--- src/rtl/mem_arb_pkg.sv ---
// Shared types for the memory-port command arbiter: FSM states and the
// packed command word carried on the mem_cmd stream.
package mem_arb_pkg;

    typedef enum logic [2:0] {
        StIdle,
        StCmd,
        StWrite,
        StRead,
        StDone
    } arb_state_t;

    typedef struct packed {
        logic        read;
        logic [31:0] addr;
        logic [31:0] len;
    } mem_cmd_t;

    localparam int unsigned CMD_WIDTH = $bits(mem_cmd_t);

endpackage

--- src/rtl/rr_arbiter.sv ---
// Combinational round-robin pick: first asserted request at or after ptr,
// wrapping modulo NUM_REQ.
module rr_arbiter #(
    parameter int unsigned NUM_REQ = 4
) (
    input  logic [NUM_REQ-1:0]         req,
    input  logic [$clog2(NUM_REQ)-1:0] ptr,
    output logic [NUM_REQ-1:0]         grant_onehot,
    output logic [$clog2(NUM_REQ)-1:0] grant_idx,
    output logic                       any
);

    localparam int unsigned IDX_W = $clog2(NUM_REQ);

    always_comb begin
        logic [IDX_W-1:0] cand;
        grant_idx    = '0;
        any          = 1'b0;
        cand         = '0;
        for (int unsigned k = 0; k < NUM_REQ; k++) begin
            cand = IDX_W'((32'(ptr) + k) % NUM_REQ);
            if (!any && req[cand]) begin
                any       = 1'b1;
                grant_idx = cand;
            end
        end
        grant_onehot = '0;
        if (any) begin
            grant_onehot = {{(NUM_REQ-1){1'b0}}, 1'b1} << grant_idx;
        end
    end

endmodule

--- src/rtl/mem_cmd_arbiter.sv ---
// Shares the single memory port among NUM_REQ requesters, one transaction at
// a time, granting round-robin and routing write/read data for the grantee.
module mem_cmd_arbiter #(
    parameter int unsigned NUM_REQ   = 4,
    parameter int unsigned MEM_WIDTH = 32,
    parameter int unsigned CMD_WIDTH = 65,
    parameter int unsigned MAX_LEN   = 256
) (
    input  logic                           clk,
    input  logic                           aresetn,
    input  logic [NUM_REQ-1:0]             req_cmd_valid,
    output logic [NUM_REQ-1:0]             req_cmd_ready,
    input  logic [NUM_REQ*CMD_WIDTH-1:0]   req_cmd_data,
    input  logic [NUM_REQ-1:0]             req_wr_valid,
    output logic [NUM_REQ-1:0]             req_wr_ready,
    input  logic [NUM_REQ*MEM_WIDTH-1:0]   req_wr_data,
    output logic [NUM_REQ-1:0]             req_rd_valid,
    input  logic [NUM_REQ-1:0]             req_rd_ready,
    output logic [MEM_WIDTH-1:0]           req_rd_data,
    output logic                           mem_cmd_valid,
    input  logic                           mem_cmd_ready,
    output logic [CMD_WIDTH-1:0]           mem_cmd_data,
    output logic                           mem_wr_valid,
    input  logic                           mem_wr_ready,
    output logic [MEM_WIDTH-1:0]           mem_wr_data,
    input  logic                           mem_rd_valid,
    output logic                           mem_rd_ready,
    input  logic [MEM_WIDTH-1:0]           mem_rd_data,
    output logic [$clog2(NUM_REQ)-1:0]     grant_id,
    output logic                           busy
);

    import mem_arb_pkg::*;

    localparam int unsigned IDX_W = $clog2(NUM_REQ);
    localparam int unsigned CNT_W = $clog2(MAX_LEN + 1);

    arb_state_t       state_q, state_d;
    logic [IDX_W-1:0] rr_q, rr_d;
    logic [IDX_W-1:0] grant_q, grant_d;
    logic [CNT_W-1:0] count_q, count_d;
    mem_cmd_t         cmd_q, cmd_d;

    logic [CMD_WIDTH-1:0] cmd_arr [NUM_REQ];
    logic [MEM_WIDTH-1:0] wr_arr  [NUM_REQ];

    for (genvar i = 0; i < NUM_REQ; i++) begin : g_unpack
        assign cmd_arr[i] = req_cmd_data[i*CMD_WIDTH +: CMD_WIDTH];
        assign wr_arr[i]  = req_wr_data[i*MEM_WIDTH +: MEM_WIDTH];
    end

    logic [NUM_REQ-1:0] pick_onehot;
    logic [IDX_W-1:0]   pick_idx;
    logic               pick_any;

    rr_arbiter #(
        .NUM_REQ(NUM_REQ)
    ) u_rr (
        .req         (req_cmd_valid),
        .ptr         (rr_q),
        .grant_onehot(pick_onehot),
        .grant_idx   (pick_idx),
        .any         (pick_any)
    );

    mem_cmd_t cmd_pick;

    always_comb begin
        cmd_pick = mem_cmd_t'(cmd_arr[pick_idx]);
        if (cmd_pick.len > 32'(MAX_LEN)) begin
            cmd_pick.len = 32'(MAX_LEN);
        end
    end

    assign mem_cmd_data = cmd_q;
    assign grant_id     = grant_q;
    assign busy         = (state_q != StIdle);

    always_comb begin
        state_d       = state_q;
        rr_d          = rr_q;
        grant_d       = grant_q;
        count_d       = count_q;
        cmd_d         = cmd_q;
        req_cmd_ready = '0;
        req_wr_ready  = '0;
        req_rd_valid  = '0;
        req_rd_data   = '0;
        mem_cmd_valid = 1'b0;
        mem_wr_valid  = 1'b0;
        mem_wr_data   = '0;
        mem_rd_ready  = 1'b0;
        unique case (state_q)
            StIdle: begin
                // Command is popped from the requester on the grant edge itself.
                if (pick_any && aresetn) begin
                    req_cmd_ready = pick_onehot;
                    cmd_d         = cmd_pick;
                    grant_d       = pick_idx;
                    state_d       = StCmd;
                end
            end
            StCmd: begin
                mem_cmd_valid = 1'b1;
                if (mem_cmd_ready) begin
                    count_d = cmd_q.len[CNT_W-1:0];
                    if (cmd_q.len == '0) begin
                        state_d = StDone;
                    end else if (cmd_q.read) begin
                        state_d = StRead;
                    end else begin
                        state_d = StWrite;
                    end
                end
            end
            StWrite: begin
                mem_wr_valid          = req_wr_valid[grant_q];
                mem_wr_data           = wr_arr[grant_q];
                req_wr_ready[grant_q] = mem_wr_ready;
                if (mem_wr_valid && mem_wr_ready) begin
                    count_d = count_q - 1'b1;
                    if (count_q == CNT_W'(1)) begin
                        state_d = StDone;
                    end
                end
            end
            StRead: begin
                req_rd_valid[grant_q] = mem_rd_valid;
                req_rd_data           = mem_rd_data;
                mem_rd_ready          = req_rd_ready[grant_q];
                if (mem_rd_valid && mem_rd_ready) begin
                    count_d = count_q - 1'b1;
                    if (count_q == CNT_W'(1)) begin
                        state_d = StDone;
                    end
                end
            end
            StDone: begin
                rr_d    = (grant_q == IDX_W'(NUM_REQ - 1)) ? '0 : grant_q + 1'b1;
                state_d = StIdle;
            end
            default: state_d = StIdle;
        endcase
    end

    always_ff @(posedge clk or negedge aresetn) begin
        if (!aresetn) begin
            state_q <= StIdle;
            rr_q    <= '0;
            grant_q <= '0;
            count_q <= '0;
            cmd_q   <= '0;
        end else begin
            state_q <= state_d;
            rr_q    <= rr_d;
            grant_q <= grant_d;
            count_q <= count_d;
            cmd_q   <= cmd_d;
        end
    end

endmodule

--- config.mk ---
export PLATFORM = sky130hd
export DESIGN_NAME = mem_cmd_arbiter
export DESIGN_NICKNAME = d
export VERILOG_FILES = /design/src/rtl/mem_arb_pkg.sv /design/src/rtl/rr_arbiter.sv /design/src/rtl/mem_cmd_arbiter.sv
export SDC_FILE = /design/constraint.sdc
export NUM_CORES = 1
export LEC_CHECK = 0
export ABC_AREA = 0
export BUFFER_PORTS_ARGS = -buffer_cell sky130_fd_sc_hd__buf_4
export CAP_MARGIN = 20
export CORE_AREA = 2 2 228 230
export DETAILED_ROUTE_END_ITERATION = 10
export DIE_AREA = 0 0 230 232
export PLACE_DENSITY_LB_ADDON = 0.1
export SYNTH_ARGS = -nofsm -noshare
export SYNTH_HDL_FRONTEND = slang
export SYNTH_SLANG_ARGS = --single-unit
--- constraint.sdc ---
create_clock -name clk -period 2.76 [get_ports clk]
set_input_delay 0.138 -clock clk [delete_from_list [all_inputs] [get_ports clk]]
set_output_delay 0.138 -clock clk [all_outputs]
set_load 0.05 [all_outputs]
==> metrics.md <==
| Metric | Value |
|---|---|
| Max-cap viol count | `0` |
| Cell area after synthesis | `6240 sq um` |
| CTS tree | `built` |
| Clock Tree Buf Depth | `2` |
| WL per Instance | `19.6 microns` |
| Fin cells | `1879` |
| Total Routing Usage GR | `13.3%` |
| Pleak | `5.83 nW` |
| Setup WS post-layout | `0.339 ns` |
| Final HPWL DP | `31.6 mm` |
| Worst setup SP type | `flop` |
| Clock Latency Late Sink | `0.37 ns` |
| Die Area | `53400 sq um` |
| Max-slew violations | `0` |
| RSZ-0062 raised after global routing | `false` |
| Vias in the first global route | `7506` |
| CTS Buf Count | `9` |
| Worst path required time | `2.62 ns` |
| Clock transition at path regs | `0.08 ns` |
| Layout Utilization | `23.1%` |
| Avg Cell Area, Syn | `10.0 sq um` |
| Drt first pass iters | `4` |
| Via total after detailed routing | `7224` |
| Num rows | `83` |
| Via-to-Cell Ratio | `3.84` |
| Final Cycle Share | `87.7%` |
| CP Class | `flop to output pin` |
| Synth Warn # | `0` |
| Multi-input logic area | `3990 sq um` |
| PortBufs | `583` |
| # DRC | `0` |
| Largest area contributor in the netlist | `dfrtp_1` |
| Fin. Hold Viols | `0` |
| Total Routed Length | `36.9 mm` |
| Initial Util | `12.3%` |
| EDFF count, synth | `0` |
| Slew @ Worst Pin | `0.759 ns` |
| Setup TNS | `0 ns` |
| Share of post-route cells with drive strength above 1 | `58.2%` |
| Fill count | `5687` |
| Max-slew headroom | `49.4%` |
| Power per Cell Area | `880 nW/um^2` |
| Class of the worst hold path | `primary input to flop` |
| Initial antenna violation count | `6` |
| Share of the synthesized area in the top cell type | `32.5%` |
| I/O pin count | `584` |
| Critical path arrival | `2.28 ns` |
| Peak VDD IR | `0.394 mV` |
| Most frequent cells in the layout | `buf_4, mux2i_1, dfrtp_1, and2_1, nand2_1` |
| Pre-CTS WS | `0.593 ns` |
| Largest net degree at the start of global routing | `57` |
| Synthesized flop and latch total | `81` |
| Sink Count | `81` |
| Most common cell after layout, fill and taps aside | `buf_4` |
| Die W | `230 microns` |
| Ys async rst share | `100%` |
| Area contributors post-synth | `dfrtp_1, mux2i_1, mux4_2` |
| Status | `completed` |
| Seq/Total Area, Yosys | `32.5%` |
| Area grow syn2layout | `88.9%` |
| Initial DRC Count | `169` |
| Routability Congestion | `0.863` |
| Top_reg_cell synth | `dfrtp_1` |
| Critical Path Fanout Max | `37` |
| Routed Antenna Nets | `0` |
| First-pass GRT wire length | `51.7 mm` |
| Skew final | `0.0111 ns` |
| Register area | `2030 sq um` |
| Placed cell count | `1857` |
| FMAX | `413 MHz` |
| Kind of end point of the critical path | `output pin` |
| Final setup viols | `0` |
| Root Driver | `clkbuf_16` |
| Die Y-Extent | `232 microns` |
| # H-tree levels | `3` |
| Gate Count Post-Synth | `623` |
| Fin nets | `1632` |
| Core Footprint | `50900 sq um` |
| Final Power | `0.0104 W` |
| Syn Nets | `1066` |
| Post-CTS Setup Bufs | `0` |
| Fin crit period | `2.42 ns` |
| Total grt overflow | `0` |
| Post-synth cell types | `42` |
cell usage after synthesis, types with 3 or more instances:
library cell and count:
mux2_2 36, mux4_2 34, clkbuf_1 31, o221ai_1 9, buf_1 3, and4_1 4, nand2_1 57, mux2i_1 85
dfrtp_1 81, and2_1 58, and3_1 42, o21ai_0 4, nor3_1 5, buf_2 6, nor2_1 14, or3_1 4
buf_4 3, buf_6 3, o22ai_1 8, nand3_1 8, inv_1 7, nand4_1 3, nor4_1 33, ha_1 6
o21ai_1 39, nand2b_1 8, a21oi_1 13
worst max-delay path, stage by stage (launching register included):
cell and delay, ns:
dfrtp_1 0.52, buf_4 0.28, nand2b_1 0.19, nor2_2 0.12
buf_4 0.34, and3_1 0.22, buf_4 0.21
state kept, by name, summed over array words and instances (netlist names):
name,flops
grant_id,2
mem_cmd_data,65
count_q,9
rr_q,2
state_q,3
power breakdown:
part / total, W / leakage [nW] / switching [W] / internal (W)
registers: 0.00183 / 1.05 / 0.000302 / 0.00153
logic: 0.00722 / 4.62 / 0.00449 / 0.00273
clock network: 0.00132 / 0.149 / 0.000597 / 0.000720
total: 0.0104 / 5.83 / 0.00539 / 0.00498
stage by stage:
| step | hold WS (ns) | instance area, sq um |
|---|---|---|
| 6_report | 0.103 | 11800 |
| 5_1_grt | 0.0876 | 11800 |
| 4_1_cts | 0.0790 | 11800 |
| 3_5_place_dp | 0.310 | 11400 |
| 3_3_place_gp | 0.306 | 11400 |
| 2_1_floorplan | -0.158 | 6240 |
kinds of logic after synthesis:
| logic type | Yosys count | synth area share [%] |
|---|---|---|
| flops | 81 | 32.5 |
| fa+ha+maj | 6 | 1.20 |
| simple gates | 244 | 21.6 |
| mux | 155 | 32.4 |
| buf+inv | 53 | 3.85 |
| compound gates | 84 | 8.39 |
final timing paths:
| path | from | to | slack [ns] | cells past startpoint |
|---|---|---|---|---|
| min in group asynchronous | aresetn | mem_cmd_data[24] | 0.45 | 3 |
| max reg2reg | count_q[3] | count_q[8] | 0.60 | 5 |
| max | state_q[1] | req_wr_ready[0] | 0.34 | 6 |
| min reg2reg | mem_cmd_data[61] | mem_cmd_data[61] | 0.49 | 2 |
| max in group asynchronous | aresetn | grant_id[0] | 1.23 | 4 |
| min | req_cmd_data[67] | mem_cmd_data[2] | 0.10 | 3 |
layer usage:
layer | GRT usage (%) | share of wire, % | vias up
met1 | 14.1 | 36 | 3405
met2 | 24.8 | 54 | 316
met3 | 4.35 | 8.0 | 26
met4 | 4.11 | 2.0 | 2
met5 | 0 | 0.043 | -
li1 | - | - | 3475
cell type report:
class	instances	area share (%)
flip-flops and latches	81	17.2
multi-input cells	489	33.9
clock inverters	7	0.712
repair buffers	601	38.7
inverters	7	0.223
clock buffers	9	1.91
well taps	680	7.22
diodes	5	0.106
what timing repair did:
| item | in CTS | in global routing |
|---|---|---|
| hold endpoints to repair | 37 | 0 |
| resized for setup | 0 | 0 |
| hold buffers | 1 | 0 |
No activity file was read; power rests on OpenSTA's default activity.
